File: src/rtl/add_accum.sv
// ============================================================================
// add_accum : multi-operand accumulator over a valid/ready handshake; sticky
//             carry-out flag; optional saturation when ACC_SAT_EN is defined.
// Rev 1.0
// ============================================================================
`default_nettype none

module add_accum #(
  parameter int DATA_W = 4,
  parameter int CNT_W  = 4
) (
  input  logic              clk,
  input  logic              rst,
  input  logic              start,
  input  logic [CNT_W-1:0]  len,
  input  logic              in_valid,
  output logic              in_ready,
  input  logic [DATA_W-1:0] in_data,
  output logic              out_valid,
  input  logic              out_ready,
  output logic [DATA_W-1:0] sum,
  output logic              ovf,
  output logic              busy
);

  localparam int N_SLICES = DATA_W / 4;

  typedef enum logic [1:0] {
    IDLE = 2'd0,
    ACC  = 2'd1,
    DONE = 2'd2
  } state_t;

  state_t             state_r, state_next;
  logic [DATA_W-1:0]  acc_r, acc_next;
  logic               ovf_r, ovf_next;
  logic [CNT_W-1:0]   rem_r, rem_next;

  logic [N_SLICES:0]  carry_w;
  logic [DATA_W-1:0]  add_sum_w;
  logic               accept_w;

  // Ripple adder assembled from 4-bit slices; carry_w[N_SLICES] is the carry-out.
  assign carry_w[0] = 1'b0;
  for (genvar i = 0; i < N_SLICES; i++) begin : g_slice
    assign {carry_w[i+1], add_sum_w[4*i +: 4]} =
        {1'b0, acc_r[4*i +: 4]} + {1'b0, in_data[4*i +: 4]} + {4'b0000, carry_w[i]};
  end

  assign accept_w  = in_valid && (state_r == ACC);
  assign in_ready  = (state_r == ACC);
  assign out_valid = (state_r == DONE);
  assign busy      = (state_r != IDLE);
  assign sum       = acc_r;
  assign ovf       = ovf_r;

  always_ff @(posedge clk) begin
    if (rst) begin
      state_r <= IDLE;
      acc_r   <= '0;
      ovf_r   <= 1'b0;
      rem_r   <= '0;
    end else begin
      state_r <= state_next;
      acc_r   <= acc_next;
      ovf_r   <= ovf_next;
      rem_r   <= rem_next;
    end
  end

  always_comb begin
    state_next = state_r;
    acc_next   = acc_r;
    ovf_next   = ovf_r;
    rem_next   = rem_r;
    case (state_r)
      IDLE: begin
        if (start) begin
          acc_next   = '0;
          ovf_next   = 1'b0;
          rem_next   = len;
          state_next = (len != '0) ? ACC : DONE;
        end
      end
      ACC: begin
        if (accept_w) begin
`ifdef ACC_SAT_EN
          acc_next = carry_w[N_SLICES] ? {DATA_W{1'b1}} : add_sum_w;
`else
          acc_next = add_sum_w;
`endif
          ovf_next = ovf_r | carry_w[N_SLICES];
          rem_next = rem_r - {{(CNT_W-1){1'b0}}, 1'b1};
          if (rem_r == {{(CNT_W-1){1'b0}}, 1'b1})
            state_next = DONE;
        end
      end
      DONE: begin
        if (out_ready)
          state_next = IDLE;
      end
      default: state_next = IDLE;
    endcase
  end

endmodule

`default_nettype wire

File: config.mk
export PLATFORM = sky130hd
export DESIGN_NAME = add_accum
export DESIGN_NICKNAME = d
export VERILOG_FILES = /design/src/rtl/add_accum.sv
export SDC_FILE = /design/constraint.sdc
export NUM_CORES = 1
export LEC_CHECK = 0
export BUFFER_PORTS_ARGS = -buffer_cell sky130_fd_sc_hd__clkbuf_2
export CAP_MARGIN = 20
export CORE_MARGIN = 5
export CORE_UTILIZATION = 53
export CTS_BUF_LIST = sky130_fd_sc_hd__clkbuf_2 sky130_fd_sc_hd__clkbuf_4 sky130_fd_sc_hd__clkbuf_8
export DETAILED_ROUTE_END_ITERATION = 16
export PLACE_DENSITY_LB_ADDON = 0.1
export SYNTH_ARGS = -nofsm -noshare
export SYNTH_HDL_FRONTEND = slang
export SYNTH_SLANG_ARGS = --single-unit
File: constraint.sdc
create_clock -name clk -period 2.05 [get_ports clk]
set_clock_uncertainty 0.2 [all_clocks]
set_input_delay 0.205 -clock clk [delete_from_list [all_inputs] [get_ports clk]]
set_output_delay 0.205 -clock clk [all_outputs]
set_load 0.005 [all_outputs]
Yosys cells after proc, flatten, opt, wreduce, memory -nomap -nowiden --
Cells that the tools add are included.
Cells by class: add/sub/neg operators 2, equality and inequality tests 7, multiplexer cells 15, bitwise gates (word level) 1, reductions and logical operators 7
Operators with widths (count):
- $mux 4 | 4
- $pmux 4 s2 | 2
- $mux 2 | 5
- $ne 2x1->1 const B | 3
- $pmux 2 s3 | 1
- $add 4x4->5 | 1
- $eq 4x1->1 const B | 1
- $reduce_and 4->1 | 1
- $reduce_bool 2->1 | 2
- $reduce_bool 4->1 | 1
- $sub 4x1->4 const B | 1
- $reduce_and 3->1 | 1
- $eq 2x1->1 const B | 1
- $eq 2x2->1 const B | 1
- $logic_not 2->1 | 1
- $mux 1 | 2
- $ne 2x2->1 const B | 1
- $pmux 1 s2 | 1
- $logic_and 1x1->1 | 1
- $or 1x1->1 | 1
Storage, ports and cells: register bits after elaboration 11, output and inout port bits 8, logic and storage cells 36

Depth between registers and ports, before layout --
Gate-level depths: netlist of run 1.
depth after elaboration 4, depth in mapped cells 6, depth with buffers taken out 6

Worst setup path before layout of run 1 --
Ideal clock, no wire load.
path kind register to register, from reg acc_r[0], in the netlist sum[0], to reg acc_r[2], in the netlist sum[2], setup time 0.071 ns, data arrival time 1.581 ns, path slack 0.198 ns, cell stages (with the launch flop) 7, clock period less this slack 1.852 ns, path through dfxtp_1 ha_1 inv_1 fa_1 xor2_1 or4_1 a21oi_1
Between the ends: cells in the longest elaborated chain, start to end 3
Ends and longest elaborated chain:
- from (decl) | RTL line 35 | logic [DATA_W-1:0] acc_r, acc_next;
- from (signal assigned) | RTL line 65 | acc_r <= acc_next;
- $add 4x4->5 | RTL line 47 | {1'b0, acc_r[4*i +: 4]} + {1'b0, in_data[4*i +: 4]} + {4'b0000, carry_w[i]};
- $mux 4 | RTL line 86 | if (accept_w) begin
- $pmux 4 s2 | RTL line 76 | case (state_r)
Every way passes these cells. The select of a mux whose other input is x is not followed. A chain may end at the register's enable or synchronous reset.

Final worst setup path of run 1 --
Same ends and word-level chain as after synthesis.

==> summary.md, run 1 <==
| Metric | Value |
|---|---|
| Worst hold path type | `in2reg` |
| Max Clk Rate | `522.4 MHz` |
| Remaining global-route overflow | `0` |
| DR vias | `737` |
| Antenna violations before repair | `0` |
| Clk_lat worst skew | `0.28 ns` |
| Worst Path Required | `2.06 ns` |
| Per-cell routed wire length | `14.44 µm` |
| Pwr per Cell Area | `666.6 nW/µm²` |
| Synth warnings | `0` |
| Final hold vios | `0` |
| Crit path to | `sum[2]` |
| RSZ-0062 raised after global routing | `no` |
| Yosys top cell area share | `29.33%` |
| Gate Count Post-Synth | `90` |
| Sum Neg Setup Slack | `0 ns` |
| Core Region | `1318 µm²` |
| Worst Setup End Kind | `register` |
| EDFF count, synth | `0` |
| Resized Gates After CTS | `0` |
| Post-synth top cells | `11 x dfxtp_1, 10 x inv_1, 8 x a21oi_1` |
| Final worst path period need | `1.914 ns` |
| Via density | `5.849` |
| # IOs | `21` |
| Clock-pin slew of the registers on the worst-case setup and hold paths | `0.07 ns` |
| Initial Utilization | `56.98%` |
| Die width | `47.64 µm` |
| Async set or reset register ratio after synthesis | `0%` |
| Crit. Startpoint | `sum[0]` |
| Syn avg cell area | `8.341 µm²` |
| R2r endpoint | `sum[2]` |
| FF-to-FF path depth | `6` |
| Fin cells | `126` |
| Setup violation total in the final timing report | `0` |
| Max-cap viol count | `0` |
| DRT Pass-1 Iters | `6` |
| Residual DRC | `0` |
| Leakage power | `0.3819 nW` |
| CTS Sinks | `11` |
| Area contributors post-synth | `dfxtp_1 29%, ha_1 10%, a21oi_1 5.3%, inv_1 5.0%, o21ai_0 4.7%` |
| Peak VDD IR | `0.3518 mV` |
| Seq cells post-synth | `11` |
| Ant diodes | `0` |
| Post-synth top area cell | `dfxtp_1` |
| Vias in the first global route | `679` |
| Worst-path maximum fanout | `3` |
| Predominant post-synthesis flop cell | `dfxtp_1` |
| Max Slew Vio Count | `0` |
| GP Congestion | `0.8132` |
| Share of layout cells above drive strength 1 | `23.42%` |
| Final #Nets | `132` |
| Sequential share of the synthesized area | `29.33%` |
| GRT Total Usage | `17.85%` |
| Top-count cell post-synth | `dfxtp_1` |
| Num rows | `13` |
| Die Area | `2269 µm²` |
| Worst EP arrival | `1.92 ns` |
| Cell Area, Synth | `750.7 µm²` |
| # H-tree levels | `1` |
| First-pass GRT wire length | `2829 µm` |
| Syn_nets | `110` |
| First DRT Iteration DRCs | `20` |
| CTS buffer count | `3` |
| CP Launch Type | `register` |
| CTS tree | `yes` |
| Detailed Route WL | `1820 µm` |
| DP Cell Count | `121` |
| IO Port Bufs | `20` |
| Reg2reg setup slack | `0.14 ns` |
| Largest net degree at the start of global routing | `15` |
| Period utilization | `93.38%` |
| Overall power | `0.5939 mW` |
| Library cells used by synthesis | `35` |
| Height of the die | `47.64 µm` |
| R2r startpoint | `sum[0]` |
| Status | `complete, no violations` |
| Clk buf depth | `2` |
| Worst Tran Pin Value | `0.6375 ns` |
| HPWL after DPL | `1283 µm` |
| Area Overhead vs Synth | `18.67%` |
| Crit Path Class | `reg2reg` |
| Root buf cell | `clkbuf_4` |
| Remaining antenna violation count | `0` |
| Relative slew slack | `56.29%` |
==> critical path, stage by stage, from the launching register on <==
cell and delay (ns):
dfxtp_1 0.34, ha_1 0.17, inv_1 0.06, fa_1 0.40, xor2_1 0.15, or4_1 0.39
a21oi_1 0.14
==> report_power, final <==
part / switching [mW] / internal (mW)
registers: 0.0257 / 0.233
clock network: 0.0794 / 0.0888
logic: 0.0850 / 0.0821
total: 0.190 / 0.404
==> cell type report <==
type                    count  area [µm²]
clock buffers               4       30.03
fillers                   123       426.7
inverters                  10       37.54
multi-input cells          64       466.7
flip-flops and latches     11       220.2
well taps                  15       18.77
repair buffers             22       117.6
==> registers in the layout (all words and copies together), names as in the netlist <==
name     count
sum          4
state_r      2
rem_r        4
ovf          1
==> per-stage QoR <==
stage	hold WS, ns	area, µm²	setup WS [ns]	utilization (%)
5_1_grt	0.09252	890.9	0.01046	67.62
6_report	0.06376	890.9	0.1356	67.62
2_1_floorplan	0.1554	750.7	0.1982	-
4_1_cts	0.07545	890.9	0.1298	67.62
3_5_place_dp	0.2780	850.8	0.1340	64.58
3_3_place_gp	0.2735	850.8	0.1924	64.58
==> cells by family after synthesis <==
logic type               after synthesis  share of synthesized area [%]
flip-flops                            11                          29.33
XOR/XNOR                               1                          1.167
adder cells (fa/ha/maj)                7                          12.67
multiplexers                           3                          4.000
AND/OR/NAND/NOR                       28                          23.17
AO/OA/AOI/OAI                         25                          21.17
buffers and inverters                 15                          8.500
==> worst min-delay path by stage <==
| stage | startpoint | to | slack [ns] | cells after the start |
|---|---|---|---|---|
| global route | out_ready | state_r[1] | 0.09 | 4 |
| global placement | len[2] | rem_r[2] | 0.27 | 3 |
| finish | out_ready | state_r[1] | 0.06 | 4 |
| floorplan | len[2] | rem_r[2] | 0.16 | 2 |
| detailed placement | len[2] | rem_r[2] | 0.28 | 3 |
| CTS | out_ready | state_r[1] | 0.08 | 4 |
==> layer usage <==
layer	wire length (µm)	up-vias	part of all wire, %	global-route usage (%)
met3	149	4	8.2	4.887
met5	0	-	0	0
met4	18	0	0.99	8.602
met2	818	30	45	27.81
met1	833	339	46	22.70
li1	-	364	-	-
==> placed cells by master (no fill, tap or decap) <==
cell,instances
or4_1,1
nand2b_1,1
nand2_1,2
nor4_1,2
nand4bb_1,1
dlygate4sd3_1,1
nand4_1,1
o21ai_0,7
a2111o_1,1
clkbuf_4,4
a211o_1,2
o32ai_1,1
inv_1,10
and3b_1,1
dfxtp_1,11
mux2i_1,3
and2_1,1
buf_4,1
o2bb2ai_1,1
a22oi_1,1
xor2_1,1
a21oi_1,8
nor2_1,2
nor2b_1,5
clkbuf_2,20
or3_1,2
nand3b_1,3
nor3b_1,1
ha_1,6
nand3_1,3
or2_2,1
a211oi_1,1
a2bb2oi_1,1
fa_1,1
a31oi_1,1
a21o_1,1
nor3_1,1
==> repair_timing <==
| item | 4_1_cts | 5_1_grt |
|---|---|---|
| setup endpoints to repair | 0 | 0 |
| setup buffers | 0 | 0 |
| endpoints found under the hold margin | 1 | 0 |
| hold buffers | 1 | 0 |
Note: power is estimated with default switching activity, not from simulation.
==> run 2, diff against run 1 <==
--- a/config.mk
+++ b/config.mk
@@ -8,7 +8,7 @@
 export BUFFER_PORTS_ARGS = -buffer_cell sky130_fd_sc_hd__clkbuf_2
 export CAP_MARGIN = 20
 export CORE_MARGIN = 5
-export CORE_UTILIZATION = 53
+export CORE_UTILIZATION = 40
 export CTS_BUF_LIST = sky130_fd_sc_hd__clkbuf_2 sky130_fd_sc_hd__clkbuf_4 sky130_fd_sc_hd__clkbuf_8
 export DETAILED_ROUTE_END_ITERATION = 16
 export PLACE_DENSITY_LB_ADDON = 0.1
==> run 2 against run 1 <==
  * Largest cell class unchanged
  * Sequential power fell by 4%
  * Sequential cell count unchanged
  * Final area is 2.5% higher
==> summary.md, run 2 (synthesis results as in run 1) <==
| Metric | Value |
|---|---|
| Remaining antenna violation count | `0` |
| GP Congestion | `0.7954` |
| Num rows | `15` |
| Leakage power | `0.3850 nW` |
| Worst Tran Pin Value | `0.6748 ns` |
| Die Area | `2843 µm²` |
| Final hold vios | `0` |
| Relative slew slack | `53.73%` |
| Reg2reg setup slack | `0.11 ns` |
| Worst Path Required | `2.05 ns` |
| RSZ-0062 raised after global routing | `no` |
| Max-cap viol count | `0` |
| Commonest cells after routing, fill and taps aside | `20 x clkbuf_2, 11 x dfxtp_1, 10 x inv_1` |
| Ant diodes | `0` |
| Max Clk Rate | `516.2 MHz` |
| First DRT Iteration DRCs | `17` |
| Share of layout cells above drive strength 1 | `25.00%` |
| Sum Neg Setup Slack | `0 ns` |
| Worst Setup End Kind | `register` |
| Final #Nets | `133` |
| Height of the die | `53.32 µm` |
| DRT Pass-1 Iters | `4` |
| Detailed Route WL | `1801 µm` |
| Clk_lat worst skew | `0.27 ns` |
| # H-tree levels | `1` |
| Remaining global-route overflow | `0` |
| CTS Sinks | `11` |
| Largest net degree at the start of global routing | `16` |
| Final worst path period need | `1.937 ns` |
| DR vias | `731` |
| Period utilization | `94.49%` |
| Pwr per Cell Area | `650.3 nW/µm²` |
| HPWL after DPL | `1335 µm` |
| Crit Path Class | `reg2reg` |
| Core Region | `1764 µm²` |
| Area of the multi-input gates | `469.2 µm²` |
| Worst-path maximum fanout | `3` |
| IO Port Bufs | `20` |
| Filler cell count | `200` |
| Residual DRC | `0` |
| Area Overhead vs Synth | `21.67%` |
| Die width | `53.32 µm` |
| Peak VDD IR | `0.3562 mV` |
| Antenna violations before repair | `0` |
| Clk buf depth | `2` |
| Worst EP arrival | `1.94 ns` |
| Status | `complete, no violations` |
| Vias in the first global route | `676` |
| CTS tree | `yes` |
| # IOs | `21` |
| First-pass GRT wire length | `3022 µm` |
| Per-cell routed wire length | `13.15 µm` |
| Final hold slack | `0.02607 ns` |
| Commonest non-fill, non-tap cell in the layout | `clkbuf_2` |
| CP Launch Type | `register` |
| Max Slew Vio Count | `0` |
| GRT Total Usage | `14.79%` |
| CTS buffer count | `3` |
| Via density | `5.336` |
| Storage element area | `220.2 µm²` |
| Post-CTS setup buffers | `0` |
| Root buf cell | `clkbuf_4` |
| Setup violation total in the final timing report | `0` |
| Clock-pin slew of the registers on the worst-case setup and hold paths | `0.08 ns` |
| Initial Utilization | `42.55%` |
| Worst hold path type | `in2reg` |
[run 2: cell types whose count changed in the layout (fill, tap and decap cells not counted)]
cell   delta
buf_4     +1
ha_1      -1
ha_2      +1
[run 2: worst paths after layout]
check / from / to / depth (start not counted)
worst max-delay path: sum[0] / sum[2] / 6
worst min-delay path: len[3] / rem_r[3] / 3
worst max register to register: sum[0] / sum[2] / 6
worst min register to register: sum[2] / sum[2] / 2
[run 2: critical path, stage by stage, from the launching register on]
cell     delay (ns)
dfxtp_1        0.35
ha_2           0.19
inv_1          0.05
fa_1           0.39
xor2_1         0.15
or4_1          0.39
a21oi_1        0.15
[run 2: where the power goes]
part	switching (mW)	internal, mW
Clock	0.0792	0.0885
Sequential	0.0158	0.233
Combinational	0.0920	0.0856
Total	0.187	0.407
[run 2: what timing repair did]
item                                   in CTS  in global routing
hold buffers                                1                  0
resized for setup                           0                  1
setup endpoints to repair                   0                  1
endpoints found under the hold margin       1                  0
[run 2: area by class of cell]
class	instances	area share [%]
Multi-Input combinational cell	64	51.37
Timing Repair Buffer	23	13.70
Sequential cell	11	24.11
Inverter	10	4.110
Clock buffer	4	3.288
Tap cell	25	3.425
[run 2: per-layer routing]
metal	wire length (µm)	part of all wire (%)	GRT usage (%)	up-vias
met4	12	0.67	6.383	0
li1	-	-	-	365
met2	858	48	22.45	12
met3	74	4.1	3.380	2
met5	0	0	0	-
met1	854	47	19.66	352
[run 2: per-stage QoR]
step | worst slack [ns] | utilization, % | instances | total power [mW] | area (µm²)
after floorplan | 0.1982 | - | 90 | 0.3736 | 750.7
after global placement | 0.1700 | 49.36 | 132 | 0.4282 | 870.8
after detailed placement | 0.1335 | 49.36 | 132 | 0.4297 | 870.8
after CTS | 0.1104 | 51.63 | 137 | 0.6029 | 910.9
after global routing | 0.002389 | 51.77 | 137 | 0.6419 | 913.4
final | 0.1129 | 51.77 | 137 | 0.5940 | 913.4
==> run 3, diff against run 2 <==
==> constraint.sdc (replaced) <==
create_clock -name clk -period 2.05 [get_ports clk]
set_clock_uncertainty 0.2 [all_clocks]
set_input_delay 0.3075 -clock clk [delete_from_list [all_inputs] [get_ports clk]]
set_output_delay 0.3075 -clock clk [all_outputs]
set_load 0.005 [all_outputs]
==> run 3 against run 2 <==
  * Sequential power increased by 2%
  * Final area is 0.96% lower
  * Clock-buffer cell count unchanged
  * Hold slack gained 0.065 ns
  * Die area unchanged
  * Wire length up 1.7%
  * Global-route usage is 0.082 points higher
  * First-iteration DRC count increased by 24%
  * Non-clock buffer count down 1
  * Sequential share of layout area is 0.37 points higher
  * Critical path depth unchanged
  * Clock power about the same
  * Largest power group unchanged
  * Highest routed layer unchanged
==> summary.md, run 3 (synthesis results as in run 1) <==
| Metric | Value |
|---|---|
| Status | `complete, no violations` |
| Post-CTS setup buffers | `0` |
| Commonest non-fill, non-tap cell in the layout | `clkbuf_2` |
| FF-to-FF path depth | `6` |
| # H-tree levels | `1` |
| Remaining global-route overflow | `0` |
| Pwr per Cell Area | `655.5 nW/µm²` |
| Clk buf depth | `2` |
| Worst path cell trace | `ha_2 -> inv_1 -> fa_1 -> xor2_1 -> or4_1 -> a21oi_1` |
| Crit Path Class | `reg2reg` |
| Max Clk Rate | `521.7 MHz` |
| Worst EP arrival | `1.92 ns` |
| Ant diodes | `0` |
| First-pass GRT wire length | `3063 µm` |
| Resized Gates After CTS | `0` |
| Clk_lat worst skew | `0.27 ns` |
| Clock-pin slew of the registers on the worst-case setup and hold paths | `0.07 ns` |
| Setup violation total in the final timing report | `0` |
| Vias in the first global route | `691` |
| Detailed Route WL | `1831 µm` |
| Comb power frac | `29.0%` |
| Part of the power in the clock network | `28.3%` |
| Post-Place Setup Slack | `0.09460 ns` |
| Peak VDD IR | `0.3500 mV` |
| Antenna violations before repair | `0` |
| Crit. Startpoint | `sum[0]` |
| Util after Layout | `51.28%` |
| Critical path depth | `6` |
| Worst Setup End Kind | `register` |
| Initial Utilization | `42.55%` |
| Switching share of power | `31.54%` |
| DP Cell Count | `132` |
| Setup WS post-layout | `0.1331 ns` |
| Sum Neg Setup Slack | `0 ns` |
| Worst Path Required | `2.06 ns` |
| Remaining antenna violation count | `0` |
| RSZ-0062 raised after global routing | `no` |
| IO Port Bufs | `20` |
| Buf/Inv on CP | `1` |
| Final hold vios | `0` |
| Critical-path top delay cell | `or4_1` |
| R2r endpoint | `sum[2]` |
| Relative slew slack | `52.60%` |
| Psw | `0.1870 mW` |
| Die width | `53.32 µm` |
| Final #Nets | `132` |
| Num rows | `15` |
| Root buf cell | `clkbuf_4` |
| Area Overhead vs Synth | `20.50%` |
| Commonest cells after routing, fill and taps aside | `20 x clkbuf_2, 10 x inv_1, 10 x dfxtp_1` |
| Residual DRC | `0` |
| R2r startpoint | `sum[0]` |
| Max incr delay on CP | `0.40 ns` |
| Share of layout cells above drive strength 1 | `26.13%` |
| DRT Pass-1 Iters | `4` |
| Seq pwr share | `42.7%` |
| Die Area | `2843 µm²` |
| Max Slew Vio Count | `0` |
| Internal power | `0.4059 mW` |
| Fin cells | `136` |
| Worst hold path type | `in2reg` |
| CP Launch Type | `register` |
| # IOs | `21` |
| Period utilization | `93.51%` |
| Leakage power | `0.3813 nW` |
| CTS buffer count | `3` |
| CTS Sinks | `11` |
| Worst Tran Pin Value | `0.6912 ns` |
| Core Region | `1764 µm²` |
| GP Congestion | `0.7917` |
| Via density | `5.368` |
| CTS tree | `yes` |
| DR vias | `730` |
| GRT Total Usage | `14.88%` |
| Worst-path maximum fanout | `3` |
| Largest net degree at the start of global routing | `15` |
| Cell family with most CP delay | `adder cells` |
| HPWL after DPL | `1357 µm` |
| Final worst path period need | `1.917 ns` |
| Per-cell routed wire length | `13.46 µm` |
| Crit path to | `sum[2]` |
| Reg2reg setup slack | `0.13 ns` |
| Hold_buf cts | `0` |
| Height of the die | `53.32 µm` |
| Max-cap viol count | `0` |
| First DRT Iteration DRCs | `21` |
run 3: per-layer routing:
metal / global-route usage, % / up-vias / share of wire, %
li1: - / 364 / -
met1: 20.03 / 336 / 45
met2: 22.04 / 26 / 47
met3: 2.817 / 4 / 5.6
met4: 7.660 / 0 / 1.7
met5: 0 / - / 0
run 3: layout make-up:
type	instances	area (µm²)
Fill cell	192	859.6
Multi-Input combinational cell	64	469.2
Sequential cell	11	221.5
Timing Repair Buffer	22	115.1
Inverter	10	37.54
Tap cell	25	31.28
Clock buffer	4	30.03
run 3: worst min-delay path by stage:
| stage | from | to | slack, ns | depth (start not counted) |
|---|---|---|---|---|
| after floorplan | len[2] | rem_r[2] | 0.26 | 2 |
| after global placement | sum[0] | sum[0] | 0.28 | 2 |
| after detailed placement | sum[2] | sum[2] | 0.29 | 2 |
| after CTS | len[2] | rem_r[2] | 0.09 | 3 |
| after global routing | len[2] | rem_r[2] | 0.11 | 3 |
| final | len[2] | rem_r[2] | 0.09 | 3 |
run 3: per-stage QoR:
stage	hold slack, ns	instance area (µm²)	power [mW]
6_report	0.09114	904.6	0.5930
5_1_grt	0.1099	904.6	0.6337
4_1_cts	0.08702	900.9	0.5965
3_5_place_dp	0.2899	870.8	0.4290
3_3_place_gp	0.2800	870.8	0.4273
2_1_floorplan	0.2579	750.7	0.3736
run 3: power groups by stage:
| stage | combinational, mW | clock [mW] | sequential (mW) |
|---|---|---|---|
| 6_report | 0.172 | 0.168 | 0.253 |
| 5_1_grt | 0.195 | 0.182 | 0.257 |
| 4_1_cts | 0.173 | 0.171 | 0.252 |
| 3_5_place_dp | 0.171 | 0 | 0.257 |
| 3_3_place_gp | 0.171 | 0 | 0.257 |
| 2_1_floorplan | 0.124 | 0 | 0.250 |
run 3: tightest hold or removal path: stages:
cell and delay (ns):
clkbuf_2 0.10, nand2_1 0.05, a31oi_1 0.06
